[src/rtl/conv_window_fetch_ctrl_if.sv]
// conv_window_fetch_ctrl_if
// Window fetch bus. The sequencer (master) drives the window RAM read strobe,
// address and counters, plus the valid/qualifier side towards the 3x3 conv
// stage. The conv stage (slave) answers with win_ready.
interface conv_window_fetch_ctrl_if #(
  parameter int ADDR_W = 26
);
  logic              need_data;
  logic [ADDR_W-1:0] needed_addr;
  logic [9:0]        counter_row;
  logic [6:0]        counter_col;
  logic              win_ready;
  logic              win_valid;
  logic              win_last_col;
  logic              win_last;
  logic [2:0]        dup_cols;

  modport master (
    output need_data, needed_addr, counter_row, counter_col,
    output win_valid, win_last_col, win_last, dup_cols,
    input  win_ready
  );

  modport slave (
    input  need_data, needed_addr, counter_row, counter_col,
    input  win_valid, win_last_col, win_last, dup_cols,
    output win_ready
  );
endinterface

[src/rtl/conv_window_fetch_ctrl.sv]
// conv_window_fetch_ctrl
// Raster-order window sequencer in front of the 3-channel window RAM.
// Each row is swept in strips of STEP columns; when the row width does not
// divide evenly, a final strip is clamped to start at IMG_W-WIN_W, and its
// leading outputs that overlap the previous strip are flagged in dup_cols.
// The RAM registers a window one clock after a need_data cycle, so win_valid
// is raised on the edge after each issue and held until the conv stage
// takes it with win_ready.
// Optional feature macro: FETCH_STALL_CNT_EN (backpressure cycle counter on
// stall_cycles; tied to zero when the macro is not defined).
module conv_window_fetch_ctrl #(
  parameter int IMG_W     = 640,
  parameter int IMG_H     = 640,
  parameter int WIN_W     = 10,
  parameter int STEP      = 8,
  parameter int ADDR_W    = 26,
  parameter int BASE_ADDR = 0
) (
  input  logic        clk,
  input  logic        rst_n,
  input  logic        start,
  input  logic        abort,
  conv_window_fetch_ctrl_if.master win,
  output logic        busy,
  output logic        done,
  output logic [31:0] stall_cycles
);

  // Column of the clamped last strip, index of that strip, and how many of
  // its leading outputs were already produced by the strip before it.
  localparam int CLAMP_COL  = IMG_W - WIN_W;
  localparam int LAST_STRIP = (CLAMP_COL + STEP - 1) / STEP;
  localparam int DUP        = LAST_STRIP * STEP - CLAMP_COL;
  localparam int LAST_ROW   = IMG_H - 3;

  localparam logic [ADDR_W-1:0] BASE_A  = ADDR_W'(BASE_ADDR);
  localparam logic [ADDR_W-1:0] PITCH_A = ADDR_W'(IMG_W);
  localparam logic [ADDR_W-1:0] STEP_A  = ADDR_W'(STEP);
  localparam logic [ADDR_W-1:0] CLAMP_A = ADDR_W'(CLAMP_COL);
  localparam logic [6:0]        LAST_STRIP_C = 7'(LAST_STRIP);
  localparam logic [6:0]        PRE_LAST_C   = 7'(LAST_STRIP - 1);
  localparam logic [9:0]        LAST_ROW_C   = 10'(LAST_ROW);
  localparam logic [2:0]        DUP_C        = 3'(DUP);

  typedef enum logic [1:0] {
    IDLE  = 2'd0,
    RUN   = 2'd1,
    DRAIN = 2'd2,
    DONE  = 2'd3
  } state_t;

  state_t state, state_next;

  logic [ADDR_W-1:0] addr_q;
  logic [ADDR_W-1:0] row_base_q;
  logic [9:0]        row_q;
  logic [6:0]        col_q;
  logic              valid_q;
  logic              last_col_q;
  logic              last_q;
  logic [2:0]        dup_q;

  logic need_c;
  logic issue;
  logic handshake;
  logic start_accept;
  logic kill;
  logic at_last_col;
  logic at_pre_last_col;
  logic final_issue;

  assign handshake       = valid_q && win.win_ready;
  assign start_accept    = (state == IDLE) && start && !abort;
  assign kill            = abort && (state != IDLE);
  assign at_last_col     = (col_q == LAST_STRIP_C);
  assign at_pre_last_col = (col_q == PRE_LAST_C);
  assign final_issue     = at_last_col && (row_q == LAST_ROW_C);
  assign issue           = need_c;

  // State register.
  always_ff @(posedge clk or negedge rst_n) begin
    if (!rst_n) begin
      state <= IDLE;
    end else begin
      state <= state_next;
    end
  end

  // Next-state selection; abort beats every other transition once running.
  always_comb begin
    state_next = state;
    if (kill) begin
      state_next = IDLE;
    end else begin
      case (state)
        IDLE:    if (start_accept) state_next = RUN;
        RUN:     if (issue && final_issue) state_next = DRAIN;
        DRAIN:   if (handshake) state_next = DONE;
        DONE:    state_next = IDLE;
        default: state_next = IDLE;
      endcase
    end
  end

  // State-decoded outputs: the RAM read strobe fires whenever the held window
  // slot is free or being consumed this cycle.
  always_comb begin
    need_c = (state == RUN) && (!valid_q || win.win_ready);
    busy   = (state != IDLE);
    done   = (state == DONE);
  end

  // Address and counter walk; row_base tracks the start of the current row so
  // the next row address is one addition away and no multiply is needed.
  always_ff @(posedge clk or negedge rst_n) begin
    if (!rst_n) begin
      addr_q     <= '0;
      row_base_q <= '0;
      row_q      <= '0;
      col_q      <= '0;
    end else if (kill) begin
      addr_q     <= '0;
      row_base_q <= '0;
      row_q      <= '0;
      col_q      <= '0;
    end else if (start_accept) begin
      addr_q     <= BASE_A;
      row_base_q <= BASE_A;
      row_q      <= '0;
      col_q      <= '0;
    end else if (issue && !final_issue) begin
      if (at_last_col) begin
        addr_q     <= row_base_q + PITCH_A;
        row_base_q <= row_base_q + PITCH_A;
        row_q      <= row_q + 10'd1;
        col_q      <= '0;
      end else if (at_pre_last_col) begin
        addr_q <= row_base_q + CLAMP_A;
        col_q  <= col_q + 7'd1;
      end else begin
        addr_q <= addr_q + STEP_A;
        col_q  <= col_q + 7'd1;
      end
    end
  end

  // Window valid flag and its qualifiers, captured from the issued window so
  // they line up with the data the RAM presents one clock later.
  always_ff @(posedge clk or negedge rst_n) begin
    if (!rst_n) begin
      valid_q    <= 1'b0;
      last_col_q <= 1'b0;
      last_q     <= 1'b0;
      dup_q      <= '0;
    end else if (kill || start_accept) begin
      valid_q    <= 1'b0;
      last_col_q <= 1'b0;
      last_q     <= 1'b0;
      dup_q      <= '0;
    end else if (issue) begin
      valid_q    <= 1'b1;
      last_col_q <= at_last_col;
      last_q     <= final_issue;
      dup_q      <= at_last_col ? DUP_C : 3'd0;
    end else if (handshake && (state == RUN || state == DRAIN)) begin
      valid_q <= 1'b0;
    end
  end

`ifdef FETCH_STALL_CNT_EN
  logic [31:0] stall_q;

  // Count cycles where a window sits waiting on the conv stage; saturates.
  always_ff @(posedge clk or negedge rst_n) begin
    if (!rst_n) begin
      stall_q <= '0;
    end else if (start_accept) begin
      stall_q <= '0;
    end else if ((state != IDLE) && valid_q && !win.win_ready && (stall_q != '1)) begin
      stall_q <= stall_q + 32'd1;
    end
  end

  assign stall_cycles = stall_q;
`else
  assign stall_cycles = '0;
`endif

  assign win.need_data    = need_c;
  assign win.needed_addr  = addr_q;
  assign win.counter_row  = row_q;
  assign win.counter_col  = col_q;
  assign win.win_valid    = valid_q;
  assign win.win_last_col = last_col_q;
  assign win.win_last     = last_q;
  assign win.dup_cols     = dup_q;

endmodule
[src/flat_wrapper.sv]
// flat-port wrapper written by rule: the top's interface ports become plain ports
module conv_window_fetch_ctrl_flat 
#(
  parameter int IMG_W     = 640,
  parameter int IMG_H     = 640,
  parameter int WIN_W     = 10,
  parameter int STEP      = 8,
  parameter int ADDR_W    = 26,
  parameter int BASE_ADDR = 0
)
  (clk, rst_n, start, abort, busy, done, stall_cycles, win_need_data, win_needed_addr, win_counter_row, win_counter_col, win_win_valid, win_win_last_col, win_win_last, win_dup_cols, win_win_ready);
  conv_window_fetch_ctrl_if #(.ADDR_W(ADDR_W)) win_i ();
  input  logic clk;
  input  logic rst_n;
  input  logic start;
  input  logic abort;
  output logic busy;
  output logic done;
  output logic [31:0] stall_cycles;
  output wire logic [$bits(win_i.need_data)-1:0] win_need_data;
  output wire logic [$bits(win_i.needed_addr)-1:0] win_needed_addr;
  output wire logic [$bits(win_i.counter_row)-1:0] win_counter_row;
  output wire logic [$bits(win_i.counter_col)-1:0] win_counter_col;
  output wire logic [$bits(win_i.win_valid)-1:0] win_win_valid;
  output wire logic [$bits(win_i.win_last_col)-1:0] win_win_last_col;
  output wire logic [$bits(win_i.win_last)-1:0] win_win_last;
  output wire logic [$bits(win_i.dup_cols)-1:0] win_dup_cols;
  input wire logic [$bits(win_i.win_ready)-1:0] win_win_ready;
  assign win_need_data = win_i.need_data;
  assign win_needed_addr = win_i.needed_addr;
  assign win_counter_row = win_i.counter_row;
  assign win_counter_col = win_i.counter_col;
  assign win_win_valid = win_i.win_valid;
  assign win_win_last_col = win_i.win_last_col;
  assign win_win_last = win_i.win_last;
  assign win_dup_cols = win_i.dup_cols;
  assign win_i.win_ready = win_win_ready;
  conv_window_fetch_ctrl #(.IMG_W(IMG_W), .IMG_H(IMG_H), .WIN_W(WIN_W), .STEP(STEP), .ADDR_W(ADDR_W), .BASE_ADDR(BASE_ADDR)) u_core (.clk(clk), .rst_n(rst_n), .start(start), .abort(abort), .win(win_i), .busy(busy), .done(done), .stall_cycles(stall_cycles));
endmodule
[config.mk]
export PLATFORM = sky130hd
export DESIGN_NAME = conv_window_fetch_ctrl_flat
export DESIGN_NICKNAME = d
export VERILOG_FILES = /design/src/rtl/conv_window_fetch_ctrl_if.sv /design/src/rtl/conv_window_fetch_ctrl.sv /design/src/flat_wrapper.sv
export SDC_FILE = /design/constraint.sdc
export NUM_CORES = 1
export LEC_CHECK = 0
export CAP_MARGIN = 30
export CORE_MARGIN = 2
export CORE_UTILIZATION = 50
export CTS_BUF_LIST = sky130_fd_sc_hd__clkbuf_8
export CTS_CLUSTER_DIAMETER = 200
export CTS_CLUSTER_SIZE = 30
export DETAILED_ROUTE_END_ITERATION = 12
export DONT_BUFFER_PORTS = 1
export GPL_ROUTABILITY_DRIVEN = 0
export HOLD_SLACK_MARGIN = 0.15
export PLACE_DENSITY = 0.74
export SLEW_MARGIN = 20
export SYNTH_ARGS = -nofsm -noshare
export SYNTH_HDL_FRONTEND = slang
export SYNTH_SLANG_ARGS = --single-unit
[constraint.sdc]
create_clock -name clk -period 2.8 [get_ports clk]
set_input_delay 0.84 -clock clk [delete_from_list [all_inputs] [get_ports clk]]
set_output_delay 0.84 -clock clk [all_outputs]
set_load 0.01 [all_outputs]
## Word level (Yosys, flattened, before mapping)

Index checks and enable logic that the tools add are counted.

| cells by class | value |
|---|---|
| equal/unequal tests | 9 |
| div/mod/pow operators | 0 |
| reductions and logical operators | 23 |
| add/sub/neg operators | 5 |
| multiplexer cells | 32 |
| $mul | 0 |
| $lt $le $gt $ge | 0 |
| shift operators | 0 |
| bitwise operators | 0 |

Operators by type and width:

| cell | count |
|---|---|
| 2-to-1 mux 26 bit | 9 |
| adder 26 x 10 -> 26 bit (second input constant) | 2 |
| 2-to-1 mux 10 bit | 4 |
| 2-to-1 mux 7 bit | 4 |
| adder 26 x 4 -> 26 bit (second input constant) | 1 |
| equality test 7 bit (second input constant) | 2 |
| adder 10 x 1 -> 10 bit (second input constant) | 1 |
| equality test 10 bit (second input constant) | 1 |
| 2-to-1 mux 2 bit | 5 |
| logical AND 1 bit | 9 |
| inequality test 3 x 1 -> 1 bit (second input constant) | 3 |
| nonzero test 3 bit | 3 |
| one-hot mux 2 bit (4 select lines) | 1 |
| adder 7 x 1 -> 7 bit (second input constant) | 1 |
| 2-to-1 mux 1 bit | 7 |
| 2-to-1 mux 3 bit | 2 |
| equality test 2 bit (second input constant) | 2 |
| nonzero test 2 bit | 2 |
| logical NOT 1 bit | 3 |
| logical OR 1 bit | 3 |
| AND reduction 3 bit | 1 |
| equality test 2 x 1 -> 1 bit (second input constant) | 1 |
| logical NOT 2 bit | 1 |
| AND reduction 2 bit | 1 |

| storage, ports and cells | value |
|---|---|
| bits in read-only memories | 0 |
| output and inout port bits | 84 |
| word-level logic and storage cells | 78 |
| bits of input ports | 5 |
| memories kept | 0 |
| flip-flop bits (word level) | 77 |
| memory bits (writable) | 0 |
| latch bits | 0 |

## Longest topological paths before layout

| logic depth | value |
|---|---|
| word-level depth | 7 |
| gate-level depth with buffers | 10 |
| mapped depth without buffers | 8 |

## Worst setup path after synthesis

OpenSTA, ideal clock, no wires.

| path | value |
|---|---|
| path type | in2reg |
| start | in win_win_ready |
| end | reg u_core.row_base_q[19] |
| path slack | 487 ps |
| data required time | 2696 ps |
| library setup time | 104 ps |
| path buffers | 2 |
| arrival time | 2209 ps |
| stages | 6 |
| path through | nand2b_1 > nand2_1 > or4_1 > buf_4 > buf_6 > o41ai_2 |

| between the ends | value |
|---|---|
| cells in the longest elaborated chain, start to end | 5 |

Ends and longest elaborated chain:

| element | RTL line | RTL |
|---|---|---|
| from (decl) | flat_wrapper.sv:28 | `input wire logic [$bits(win_i.win_ready)-1:0] win_win_ready;` |
| logical OR 1 bit | conv_window_fetch_ctrl.sv:108 | `need_c = (state == RUN) && (!valid_q \|\| win.win_ready);` |
| logical AND 1 bit | conv_window_fetch_ctrl.sv:108 |  |
| logical AND 1 bit | conv_window_fetch_ctrl.sv:131 | `end else if (issue && !final_issue) begin` |
| nonzero test 3 bit (no line) | -- |  |
| AND reduction 2 bit (no line) | -- |  |
| to (signal assigned) | conv_window_fetch_ctrl.sv:134 | `row_base_q <= row_base_q + PITCH_A;` |
| to (decl) | conv_window_fetch_ctrl.sv:55 | `logic [ADDR_W-1:0] row_base_q;` |

No other way between the ends.
A chain may end at the register's enable or synchronous reset.

## Final worst setup path

| path | value |
|---|---|
| start | reg u_core.state[1] |
| end | out win_need_data |

| between the ends | value |
|---|---|
| cells in the longest elaborated chain, start to end | 2 |

Ends and longest elaborated chain:

| element | RTL line | RTL |
|---|---|---|
| from (decl) | conv_window_fetch_ctrl.sv:52 | `state_t state, state_next;` |
| from (signal assigned) | conv_window_fetch_ctrl.sv:85 | `state <= state_next;` |
| equality test 2 x 1 -> 1 bit | conv_window_fetch_ctrl.sv:108 |  |
| logical AND 1 bit | conv_window_fetch_ctrl.sv:108 |  |
| to (decl) | flat_wrapper.sv:20 | `output wire logic [$bits(win_i.need_data)-1:0] win_need_data;` |

No other way between the ends.

==> results_dict.tcl <==
set metrics [dict create \
    clk_pin_slew_worst_paths_ps 80 \
    yosys_warnings 0 \
    path_class "reg -> out" \
    avgSynthCellArea_um2 8.51 \
    status "finished clean" \
    dr.pass1.iters 5 \
    grt_max_degree 68 \
    gr-total-overflow 0 \
    p_int_mw 2.04 \
    async_flop_share_pct 100 \
    synth_cells 571 \
    period_share_pct 88.7 \
    peakVddDrop_v 0.000320 \
    power.static_leakage_nw 2.07 \
    maxSlewViolCount 0 \
    cts.htree.levels 3 \
    io_buffers 0 \
    cts.sinks 67 \
    nFillCells 856 \
    synth_edf_count 0 \
    hpwlAfterDp_um 8510 \
    fin_util_pct 54.6 \
    drt_wl_total_um 12100 \
    yosysSeqAreaShare_pct 34.5 \
    p_sw_share_pct 36.2 \
    place_area_um2 4830 \
    p_clk_share_pct 34.0 \
    track_usage_pct 24.5 \
    power.total_mw 3.19 \
    cp-end-kind "output port" \
    core.rowCount 35 \
    crit_arrival_ps 1640 \
    period_needed_ps 2480 \
    cts.path.max_buffers 2 \
    die-area_um2 10500 \
    drtIter0Drc 436 \
    postCtsSetupBuffers 0 \
    p_comb_share_pct 30.2 \
    slew_headroom_pct 58.9 \
    route.detailed.drc 0 \
    tightest_slew_ps 617 \
    finalSetupTns_ps 0 \
    cts_buffers 9 \
    design.core.area_um2 9330 \
    final_nets 577 \
    powerDensity_nw_per_um2 626 \
    cp.required_ps 1960 \
    vias 4199 \
    cts_hold_buf 0 \
    mostFrequentLayoutCell "dfrtp_1" \
    ys_types 70 \
    ios 89 \
    grt_pass1_vias 4027 \
    power_switching_mw 1.15 \
    setup_viol 0 \
    clk_latency_ps 360 \
    fp.dieH_um 103 \
    wl_per_cell_um 17.4 \
    post_cts_resized 0 \
    hold_violations 0 \
    fin_area_um2 5090 \
    syn_area_um2 4860 \
    skew_ps 14.0 \
    synth_flop_cell "dfrtp_1" \
    antenna_cells 0 \
    synth-seq-cells 67 \
    maxCapViolations 0 \
    avgViaCountPerCell 6.04 \
    cts-root-buf "clkbuf_8" \
    max_freq_mhz 403 \
    start_kind "register" \
    syn_to_final_growth_pct 4.81 \
    worstHoldPathType "in -> async" \
    most-common-layout-cells "dfrtp_1, nor2_1, nand2_1, o21ai_0, conb_1" \
    power_frac_seq_pct 35.8 \
    path_max_fanout 10 \
    antenna_found_initial 0 \
    post_route_cells_drive_above_1_share_pct 9.36 \
    cts_tree "built" \
    grt_pass1_wl_um 20500 \
    die_w_um 103 \
    start_util_pct 52.1 \
    rsz0062_at_grt "false" \
    ant_nets 0 \
]
==> cell type report <==
type | instances | area [um2] | area share (%)
well taps | 129 | 161 | 3.17
inverters | 15 | 56.3 | 1.11
clock inverters | 7 | 140 | 2.75
multi-input cells | 451 | 2800 | 54.9
flip-flops and latches | 67 | 1680 | 32.9
repair buffers | 17 | 140 | 2.75
clock buffers | 9 | 124 | 2.43
==> routing by layer <==
layer  up-vias  part of all wire (%)  GRT usage (%)
met2       203                    47           38.9
met3        23                   8.0           4.95
met5         -                     0              0
met4         0                   1.6           8.21
li1       1965                     -              -
met1      2008                    43           33.5
==> through the flow <==
step           hold slack (ps)  instances  worst slack [ps]
2_1_floorplan              493        604               487
5_1_grt                    159        695               102
6_report                   174        695               316
4_1_cts                    166        695               306
3_5_place_dp               536        679               247
3_3_place_gp               527        679               388
==> flip-flops by register name (all words and copies together) (netlist names) <==
| signal | flops |
|---|---|
| u_core.win.needed_addr | 26 |
| u_core.state | 2 |
| u_core.win.win_last | 1 |
| u_core.win.dup_cols | 1 |
| u_core.win.counter_row | 10 |
| u_core.win.win_valid | 1 |
| u_core.row_base_q | 19 |
| u_core.win.counter_col | 7 |
==> critical path, stage by stage (launching register included) <==
cell     delay [ps]
dfrtp_1         410
inv_1           120
ha_1            200
nand2_1         230
inv_1           320
==> power by group through the flow <==
stage	sequential, mW	combinational [mW]	clock [mW]
CTS	1.14	0.957	1.09
finish	1.14	0.964	1.08
global placement	1.16	0.929	0
floorplan	1.14	0.711	0
detailed placement	1.16	0.953	0
global route	1.15	1.07	1.15
==> logic make-up after synthesis <==
logic type               share of synthesized area, %
AO/OA/AOI/OAI                                    18.4
XOR/XNOR                                         9.01
adder cells (fa/ha/maj)                          2.83
buffers and inverters                            10.7
flip-flops                                       34.5
multiplexers                                     1.34
other                                          0.0772
AND/OR/NAND/NOR                                  23.1
==> final timing paths <==
| check | endpoint | startpoint | slack, ps | cells past startpoint |
|---|---|---|---|---|
| worst max register to register | u_core.row_base_q[22]$_DFFE_PN0P_ | u_core.win.counter_col[0]$_DFFE_PN0P_ | 320 | 7 |
| max in group asynchronous | u_core.win.needed_addr[14]$_DFFE_PN0P_ | rst_n | 2490 | 0 |
| min in group clk | u_core.row_base_q[8]$_DFFE_PN0P_ | u_core.row_base_q[8]$_DFFE_PN0P_ | 560 | 2 |
| worst min-delay path | u_core.win.needed_addr[6]$_DFFE_PN0P_ | rst_n | 170 | 0 |
| worst max-delay path | win_need_data | u_core.state[1]$_DFFE_PN0P_ | 320 | 4 |
| worst min register to register | u_core.row_base_q[8]$_DFFE_PN0P_ | u_core.row_base_q[8]$_DFFE_PN0P_ | 560 | 2 |
==> synthesized netlist by cell type (11+ instances only) <==
| library cell | number | area (um2) |
|---|---|---|
| a21oi_1 | 25 | 125 |
| buf_2 | 14 | 70.1 |
| buf_4 | 39 | 293 |
| dfrtp_1 | 67 | 1680 |
| ha_1 | 11 | 138 |
| inv_1 | 15 | 56.3 |
| nand2_1 | 52 | 195 |
| nand3_1 | 28 | 140 |
| nand4_1 | 16 | 100 |
| nor2_1 | 53 | 199 |
| nor3_1 | 16 | 80.1 |
| o21ai_0 | 37 | 185 |
| xnor2_1 | 29 | 254 |
| xor2_1 | 21 | 184 |
(Power assumes the default switching activity.)
